--- config.mk ---
export PLATFORM = sky130hd
export DESIGN_NAME = pipe_stage_buf
export DESIGN_NICKNAME = d
export VERILOG_FILES = /design/src/rtl/pipe_stage_buf_pkg.sv /design/src/rtl/pipe_sat_cnt.sv /design/src/rtl/pipe_stage_buf.sv
export SDC_FILE = /design/constraint.sdc
export NUM_CORES = 1
export LEC_CHECK = 0
export ABC_AREA = 1
export BUFFER_PORTS_ARGS = -buffer_cell sky130_fd_sc_hd__buf_2
export CORE_MARGIN = 2
export CORE_UTILIZATION = 30
export CTS_BUF_LIST = sky130_fd_sc_hd__clkbuf_8
export DETAILED_ROUTE_END_ITERATION = 16
export GPL_TIMING_DRIVEN = 1
export PLACE_DENSITY = 0.54
export SETUP_SLACK_MARGIN = 0.4
export SLEW_MARGIN = 30
export SYNTH_ARGS = -nofsm -noshare
export SYNTH_HDL_FRONTEND = slang
export SYNTH_SLANG_ARGS = --single-unit
--- constraint.sdc ---
create_clock -name clk -period 5.4 [get_ports clk]
set_input_delay 0.81 -clock clk [delete_from_list [all_inputs] [get_ports clk]]
set_output_delay 0.81 -clock clk [all_outputs]
set_load 0.05 [all_outputs]
--- src/rtl/pipe_stage_buf_pkg.sv ---
// Shared pipeline package: stage-buffer state encoding and default widths.
// Reused by the IF/ID, ID/EX and MEM/WB buffer instances.
package pipe_stage_buf_pkg;

   localparam int DATA_W_DEF = 256;
   localparam int CTRL_W_DEF = 8;
   localparam int CNT_W_DEF  = 16;

   typedef enum logic [1:0] {
      ST_EMPTY = 2'd0,
      ST_ONE   = 2'd1,
      ST_TWO   = 2'd2
   } buf_st_t;

endpackage

--- src/rtl/pipe_sat_cnt.sv ---
// Saturating counter for flush statistics.
// Adds 0..2 per cycle and sticks at all-ones.
module pipe_sat_cnt #(
   parameter int W = 16
) (
   input  logic         clk,
   input  logic         rst,
   input  logic [1:0]   inc,
   output logic [W-1:0] cnt
);

   localparam int SW = ((W > 2) ? W : 2) + 1;

   logic [SW-1:0] sum;
   logic [SW-1:0] lim;

   assign sum = SW'(cnt) + SW'(inc);
   assign lim = SW'({W{1'b1}});

   // accumulate, clamping at the maximum code
   always_ff @(posedge clk or negedge rst) begin
      if (!rst)
         cnt <= '0;
      else if (sum > lim)
         cnt <= '1;
      else
         cnt <= sum[W-1:0];
   end

endmodule

--- src/rtl/pipe_stage_buf.sv ---
// Two-entry in-order pipeline buffer (head + skid) with flush kill.
// Registered in_ready; bubbles present zero control flags.
module pipe_stage_buf
   import pipe_stage_buf_pkg::*;
#(
   parameter int DATA_W = DATA_W_DEF,
   parameter int CTRL_W = CTRL_W_DEF,
   parameter int CNT_W  = CNT_W_DEF
) (
   input  logic              clk,
   input  logic              rst,
   input  logic              flush,
   input  logic              in_valid,
   output logic              in_ready,
   input  logic [DATA_W-1:0] in_data,
   input  logic [CTRL_W-1:0] in_ctrl,
   output logic              out_valid,
   input  logic              out_ready,
   output logic [DATA_W-1:0] out_data,
   output logic [CTRL_W-1:0] out_ctrl,
   output logic [1:0]        occupancy,
   output logic [CNT_W-1:0]  flush_cnt
);

   buf_st_t st, st_nx;

   logic [DATA_W-1:0] head_data, skid_data;
   logic [CTRL_W-1:0] head_ctrl, skid_ctrl;

   logic acc, pop;
   logic ld_head_in, ld_skid_in, ld_head_skid;
   logic [1:0] kill_n;

   assign acc       = in_valid & in_ready;
   assign out_valid = (st != ST_EMPTY);
   assign pop       = out_valid & out_ready;
   assign occupancy = st;
   assign out_data  = head_data;
   assign out_ctrl  = out_valid ? head_ctrl : '0;
   assign kill_n    = flush ? occupancy : 2'd0;

   // next state and entry-move strobes; flush overrides everything
   always_comb begin
      st_nx        = st;
      ld_head_in   = 1'b0;
      ld_skid_in   = 1'b0;
      ld_head_skid = 1'b0;
      if (flush) begin
         st_nx = ST_EMPTY;
      end else begin
         unique case (st)
            ST_EMPTY: begin
               if (acc) begin
                  st_nx      = ST_ONE;
                  ld_head_in = 1'b1;
               end
            end
            ST_ONE: begin
               if (acc && pop) begin
                  ld_head_in = 1'b1;
               end else if (acc) begin
                  st_nx      = ST_TWO;
                  ld_skid_in = 1'b1;
               end else if (pop) begin
                  st_nx = ST_EMPTY;
               end
            end
            ST_TWO: begin
               if (pop) begin
                  st_nx        = ST_ONE;
                  ld_head_skid = 1'b1;
               end
            end
            default: st_nx = ST_EMPTY;
         endcase
      end
   end

   // state register and registered ready
   always_ff @(posedge clk or negedge rst) begin
      if (!rst) begin
         st       <= ST_EMPTY;
         in_ready <= 1'b1;
      end else begin
         st       <= st_nx;
         in_ready <= (st_nx != ST_TWO);
      end
   end

   // head and skid entry storage
   always_ff @(posedge clk or negedge rst) begin
      if (!rst) begin
         head_data <= '0;
         head_ctrl <= '0;
         skid_data <= '0;
         skid_ctrl <= '0;
      end else begin
         if (ld_head_in) begin
            head_data <= in_data;
            head_ctrl <= in_ctrl;
         end else if (ld_head_skid) begin
            head_data <= skid_data;
            head_ctrl <= skid_ctrl;
         end
         if (ld_skid_in) begin
            skid_data <= in_data;
            skid_ctrl <= in_ctrl;
         end
      end
   end

   pipe_sat_cnt #(
      .W (CNT_W)
   ) u_flush_cnt (
      .clk (clk),
      .rst (rst),
      .inc (kill_n),
      .cnt (flush_cnt)
   );

endmodule

### After elaboration in Yosys (flattened, before gate mapping)

Cells that the tools add are included.

| word-level totals | value |
|---|---|
| output and inout bits | 284 |
| bits of input ports | 269 |
| word-level logic and storage cells | 42 |
| flip-flop bits (word level) | 547 |

| cells by class | value |
|---|---|
| bitwise logic cells | 2 |
| add/subtract/negate cells | 1 |
| reduce and logical (&&, ||, !) cells | 4 |
| equal/unequal tests | 3 |
| magnitude comparators | 1 |
| multiplexer cells | 24 |

Operators by type and width:

| cell | count |
|---|---|
| two-way mux 256 bit | 2 |
| two-way mux 8 bit | 3 |
| adder 16 x 2 -> 17 bit | 1 |
| greater-than comparator 17 x 16 -> 1 bit (second input constant) | 1 |
| two-way mux 16 bit | 1 |
| two-way mux 2 bit | 7 |
| two-way mux 1 bit | 9 |
| case mux 2 bit (3 select lines) | 1 |
| nonzero test 2 bit | 2 |
| AND 1 bit | 2 |
| equality test 2 x 1 -> 1 bit (second input constant) | 1 |
| equality test 2 bit (second input constant) | 1 |
| logical NOT 2 bit | 1 |
| != test 2 bit (second input constant) | 1 |
| case mux 1 bit (2 select lines) | 1 |
| logical AND 1 bit | 1 |

### Logic depth before layout (Yosys ltp)

| logic depth | value |
|---|---|
| depth after elaboration | 8 |
| mapped depth | 11 |
| mapped depth without buffers | 11 |

### Hierarchy

From an unflattened synthesis, not the netlist that was laid out.

| unflattened totals | value |
|---|---|
| cell total of the unflattened synthesis | 2805 |
| area total of the unflattened synthesis | 24205.7 um^2 |

By module, submodules not included:

| module | area an instance (um^2) | seq. area each (um^2) | cells an instance | instances |
|---|---|---|---|---|
| pipe_stage_buf | 23258.6 | 13289.0 | 2688 | 1 |
| pipe_sat_cnt | 947.2 | 400.4 | 117 | 1 |

### Worst setup path after synthesis

No wires, ideal clock.

| path | value |
|---|---|
| kind | flip-flop to output port |
| start | reg st[0] (netlist: occupancy[0]) |
| end | out out_ctrl[0] |
| slack | 2946 ps |
| data required time | 4590 ps |
| arrival | 1644 ps |
| stages on the path, launching flop included | 3 |
| path buffers | 0 |
| path through | dfrtp_1 nor2_1 nor2_1 |

| on the way | value |
|---|---|
| cells in the longest elaborated chain, start to end | 2 |

Ends and longest elaborated chain:

| element | line | text |
|---|---|---|
| from (decl) | pipe_stage_buf.sv:25 | `buf_st_t st, st_nx;` |
| from (signal assigned) | pipe_stage_buf.sv:85 | `st <= st_nx;` |
| nonzero test 2 bit | pipe_stage_buf.sv:35 | `assign out_valid = (st != ST_EMPTY);` |
| two-way mux 8 bit | pipe_stage_buf.sv:39 | `assign out_ctrl = out_valid ? head_ctrl : '0;` |
| to (decl) | pipe_stage_buf.sv:20 | `output logic [CTRL_W-1:0] out_ctrl,` |

No other way between the ends.

### Worst setup path after layout

| path | value |
|---|---|
| start | reg st[1] (netlist: occupancy[1]) |
| end | out out_ctrl[0] |

The elaborated chain is that of the path after synthesis.

==> metrics.txt <==
status finished, final reports clean; cts bufs inserted 101; critical path depth 3; row count 103; Slowest-stage cell, CP nor2_1; cells along the critical path nor2_1 > nor2_1 > buf_2; Worst-Margin Slew 1020 ps; post-synthesis async set-or-reset flop share 1.00; Reg area 13700 µm²; Detail Placement HPWL 46.0 mm; Initial Util 0.302; Crit path largest cell delay 670 ps; most common cell in the netlist nand3_1; busiest grt layer met2; Total Routing Usage GR 0.186; design area 29200 µm²; Worst-Skew Late Latency 700 ps; fin crit period 3110 ps; Reg2Reg Depth 6; port bufs 552; synthesized flop and latch total 547; drt drc 0; slew margin rel. 0.317; DR WL/cell 17.9 µm; number of DRC markers in iteration 0 1634; final net count 3501; number of synthesized flops with an enable pin 0; clock slew at reported path FFs 60 ps; layout cell share with drive strength beyond 1 0.223; Final setup viols 0; CP max FO 9; Area growth syn-to-layout 23.2%; most frequent cells after synthesis nand3_1, nand2_1, dfrtp_1; critical path's top delay family simple AND/OR/NAND/NOR gates; CTS root buf clkbuf_8; f_max 322 MHz; critical path type reg -> out; VDD IR-drop max 0.217 mV; count of hold-fix buffers inserted at cts 0; Max Slew Vio Count 0; first-pass GRT wire length 122 mm; Syn Std Cell Area 23700 µm²; biggest area consumer among synthesized cells dfrtp_1; Multi-input gate area 8840 µm²; final hold vios 0; RePlAce Congestion 0.789; met1 Use GR 0.251; Syn Nets 3048; routed via count 21400; H-Tree Depth 3; TritonRoute pass-1 iters 5; Worst Path Arrival 2300 ps; initial antenna violation count 22; Placed Area 27200 µm²; Crit path buffers/inverters 1; die area 81400 µm²; die width 285 µm; chip height 285 µm; setup TNS 0 ps; Crit path top cell by count nor2_1; count of different cell masters after synthesis 23; Final Skew 51.1 ps; Data required, critical path 4590 ps; CTS tree yes; CTS Buffer Depth 3; boundary pin count 553; number of fill cells 8288; routing usage on met2 0.286; Synth top area share 0.576; Routed Antenna Nets 0; core area 78600 µm²; vias in the first global route 20600; Post-CTS Setup Inserts 0; crit start category register; max-cap violations 0; Hold Path Class in -> async; Area contributors post-synth dfrtp_1, nand3_1, nand2_1; Vias/cell 4.91; largest net degree at the start of global routing 195; fin crit share 0.576; LEAKAGE 15.4 nW; hold_ws 138 ps; Synth Area per Inst 8.55 µm²; Post-Synthesis Cells 2776; power density over the cells 433 nW/µm²; RSZ-0062 raised after global routing no; Clock Sinks 547; grt ovf 0; top_reg_cell synth dfrtp_1; warnings from Yosys 0; sequential area share after synthesis 0.577; final WL 78.2 mm; CP Capture Type output pin; GR Util met3 0.0525; number of gates resized after cts 0
## metrics by stage
stage	cells	utilization	power [mW]	setup WS, ps
floorplan	2776	-	7.78	2950
global placement	4174	0.345	8.77	2030
detailed placement	4174	0.345	8.81	2000
CTS	4349	0.371	12.8	2170
global route	4364	0.372	13.4	2150
finish	4367	0.372	12.6	2290
## worst reg2reg max path, delay by kind of cell (launching register included)
kind	cells	cell delay (ps)
compound gates	1	150
simple gates	3	720
flops	1	470
buf+inv	2	1560
## power by group
group	internal [mW]	total [mW]	leakage [nW]	switching [mW]
combinational	0.807	3.22	7.33	2.41
sequential	5.01	5.51	6.86	0.502
clock	2.12	3.92	1.16	1.80
## sequential cells by signal (all words and copies together) (netlist names)
register and cells:
skid_data 256, occupancy 2, head_ctrl 8, u_flush_cnt.cnt 16
skid_ctrl 8, out_data 256, in_ready 1
## final timing paths
check,slack [ps],from,to
max,2290,occupancy[1],out_ctrl[0]
min,140,rst,skid_data[200]
max reg2reg,2460,occupancy[0],out_data[143]
min reg2reg,470,skid_data[138],skid_data[138]
max in group asynchronous,4020,rst,skid_data[79]
min in group clk,340,in_data[210],out_data[210]
## area by class of cell
| class | instances | share of cell area |
|---|---|---|
| Timing Repair Buffer | 583 | 0.111 |
| Tap cell | 1050 | 0.0449 |
| Antenna cell | 16 | 0.00137 |
| Sequential cell | 547 | 0.468 |
| Inverter | 31 | 0.00466 |
| Clock buffer | 128 | 0.0602 |
| Multi-Input combinational cell | 1965 | 0.302 |
| Clock inverter | 47 | 0.00774 |
## cells by family after synthesis
group,count (synthesis),synth area share
and+or+nand+nor,1947,0.365
buffers and inverters,264,0.0519
DFF,547,0.577
xor gates and xnor gates,6,0.00221
adders and majority gates,3,0.00190
AOI/OAI and AO/OA,9,0.00200
## per-layer routing
| metal | wire (µm) | vias to the layer above | share of wire |
|---|---|---|---|
| li1 | - | 10200 | - |
| met5 | 103 | - | 0.0013 |
| met3 | 5920 | 166 | 0.076 |
| met1 | 33400 | 10300 | 0.43 |
| met4 | 2390 | 16 | 0.031 |
| met2 | 36400 | 678 | 0.47 |
## cell usage in the layout, fill, tap and decap left out, types with 2 or more instances in the layout
cell,instances
dfrtp_1,546
o21ai_0,7
nor2_1,26
nor2_4,3
diode_2,16
clkinv_2,8
nand2_1,850
buf_2,551
inv_1,60
inv_8,3
inv_2,4
xor2_1,5
buf_12,15
buf_4,14
buf_16,2
clkinv_8,2
nand4_1,4
nand2_4,2
ha_1,2
clkbuf_8,128
nand3_1,1059
(Power assumes the default switching activity.)
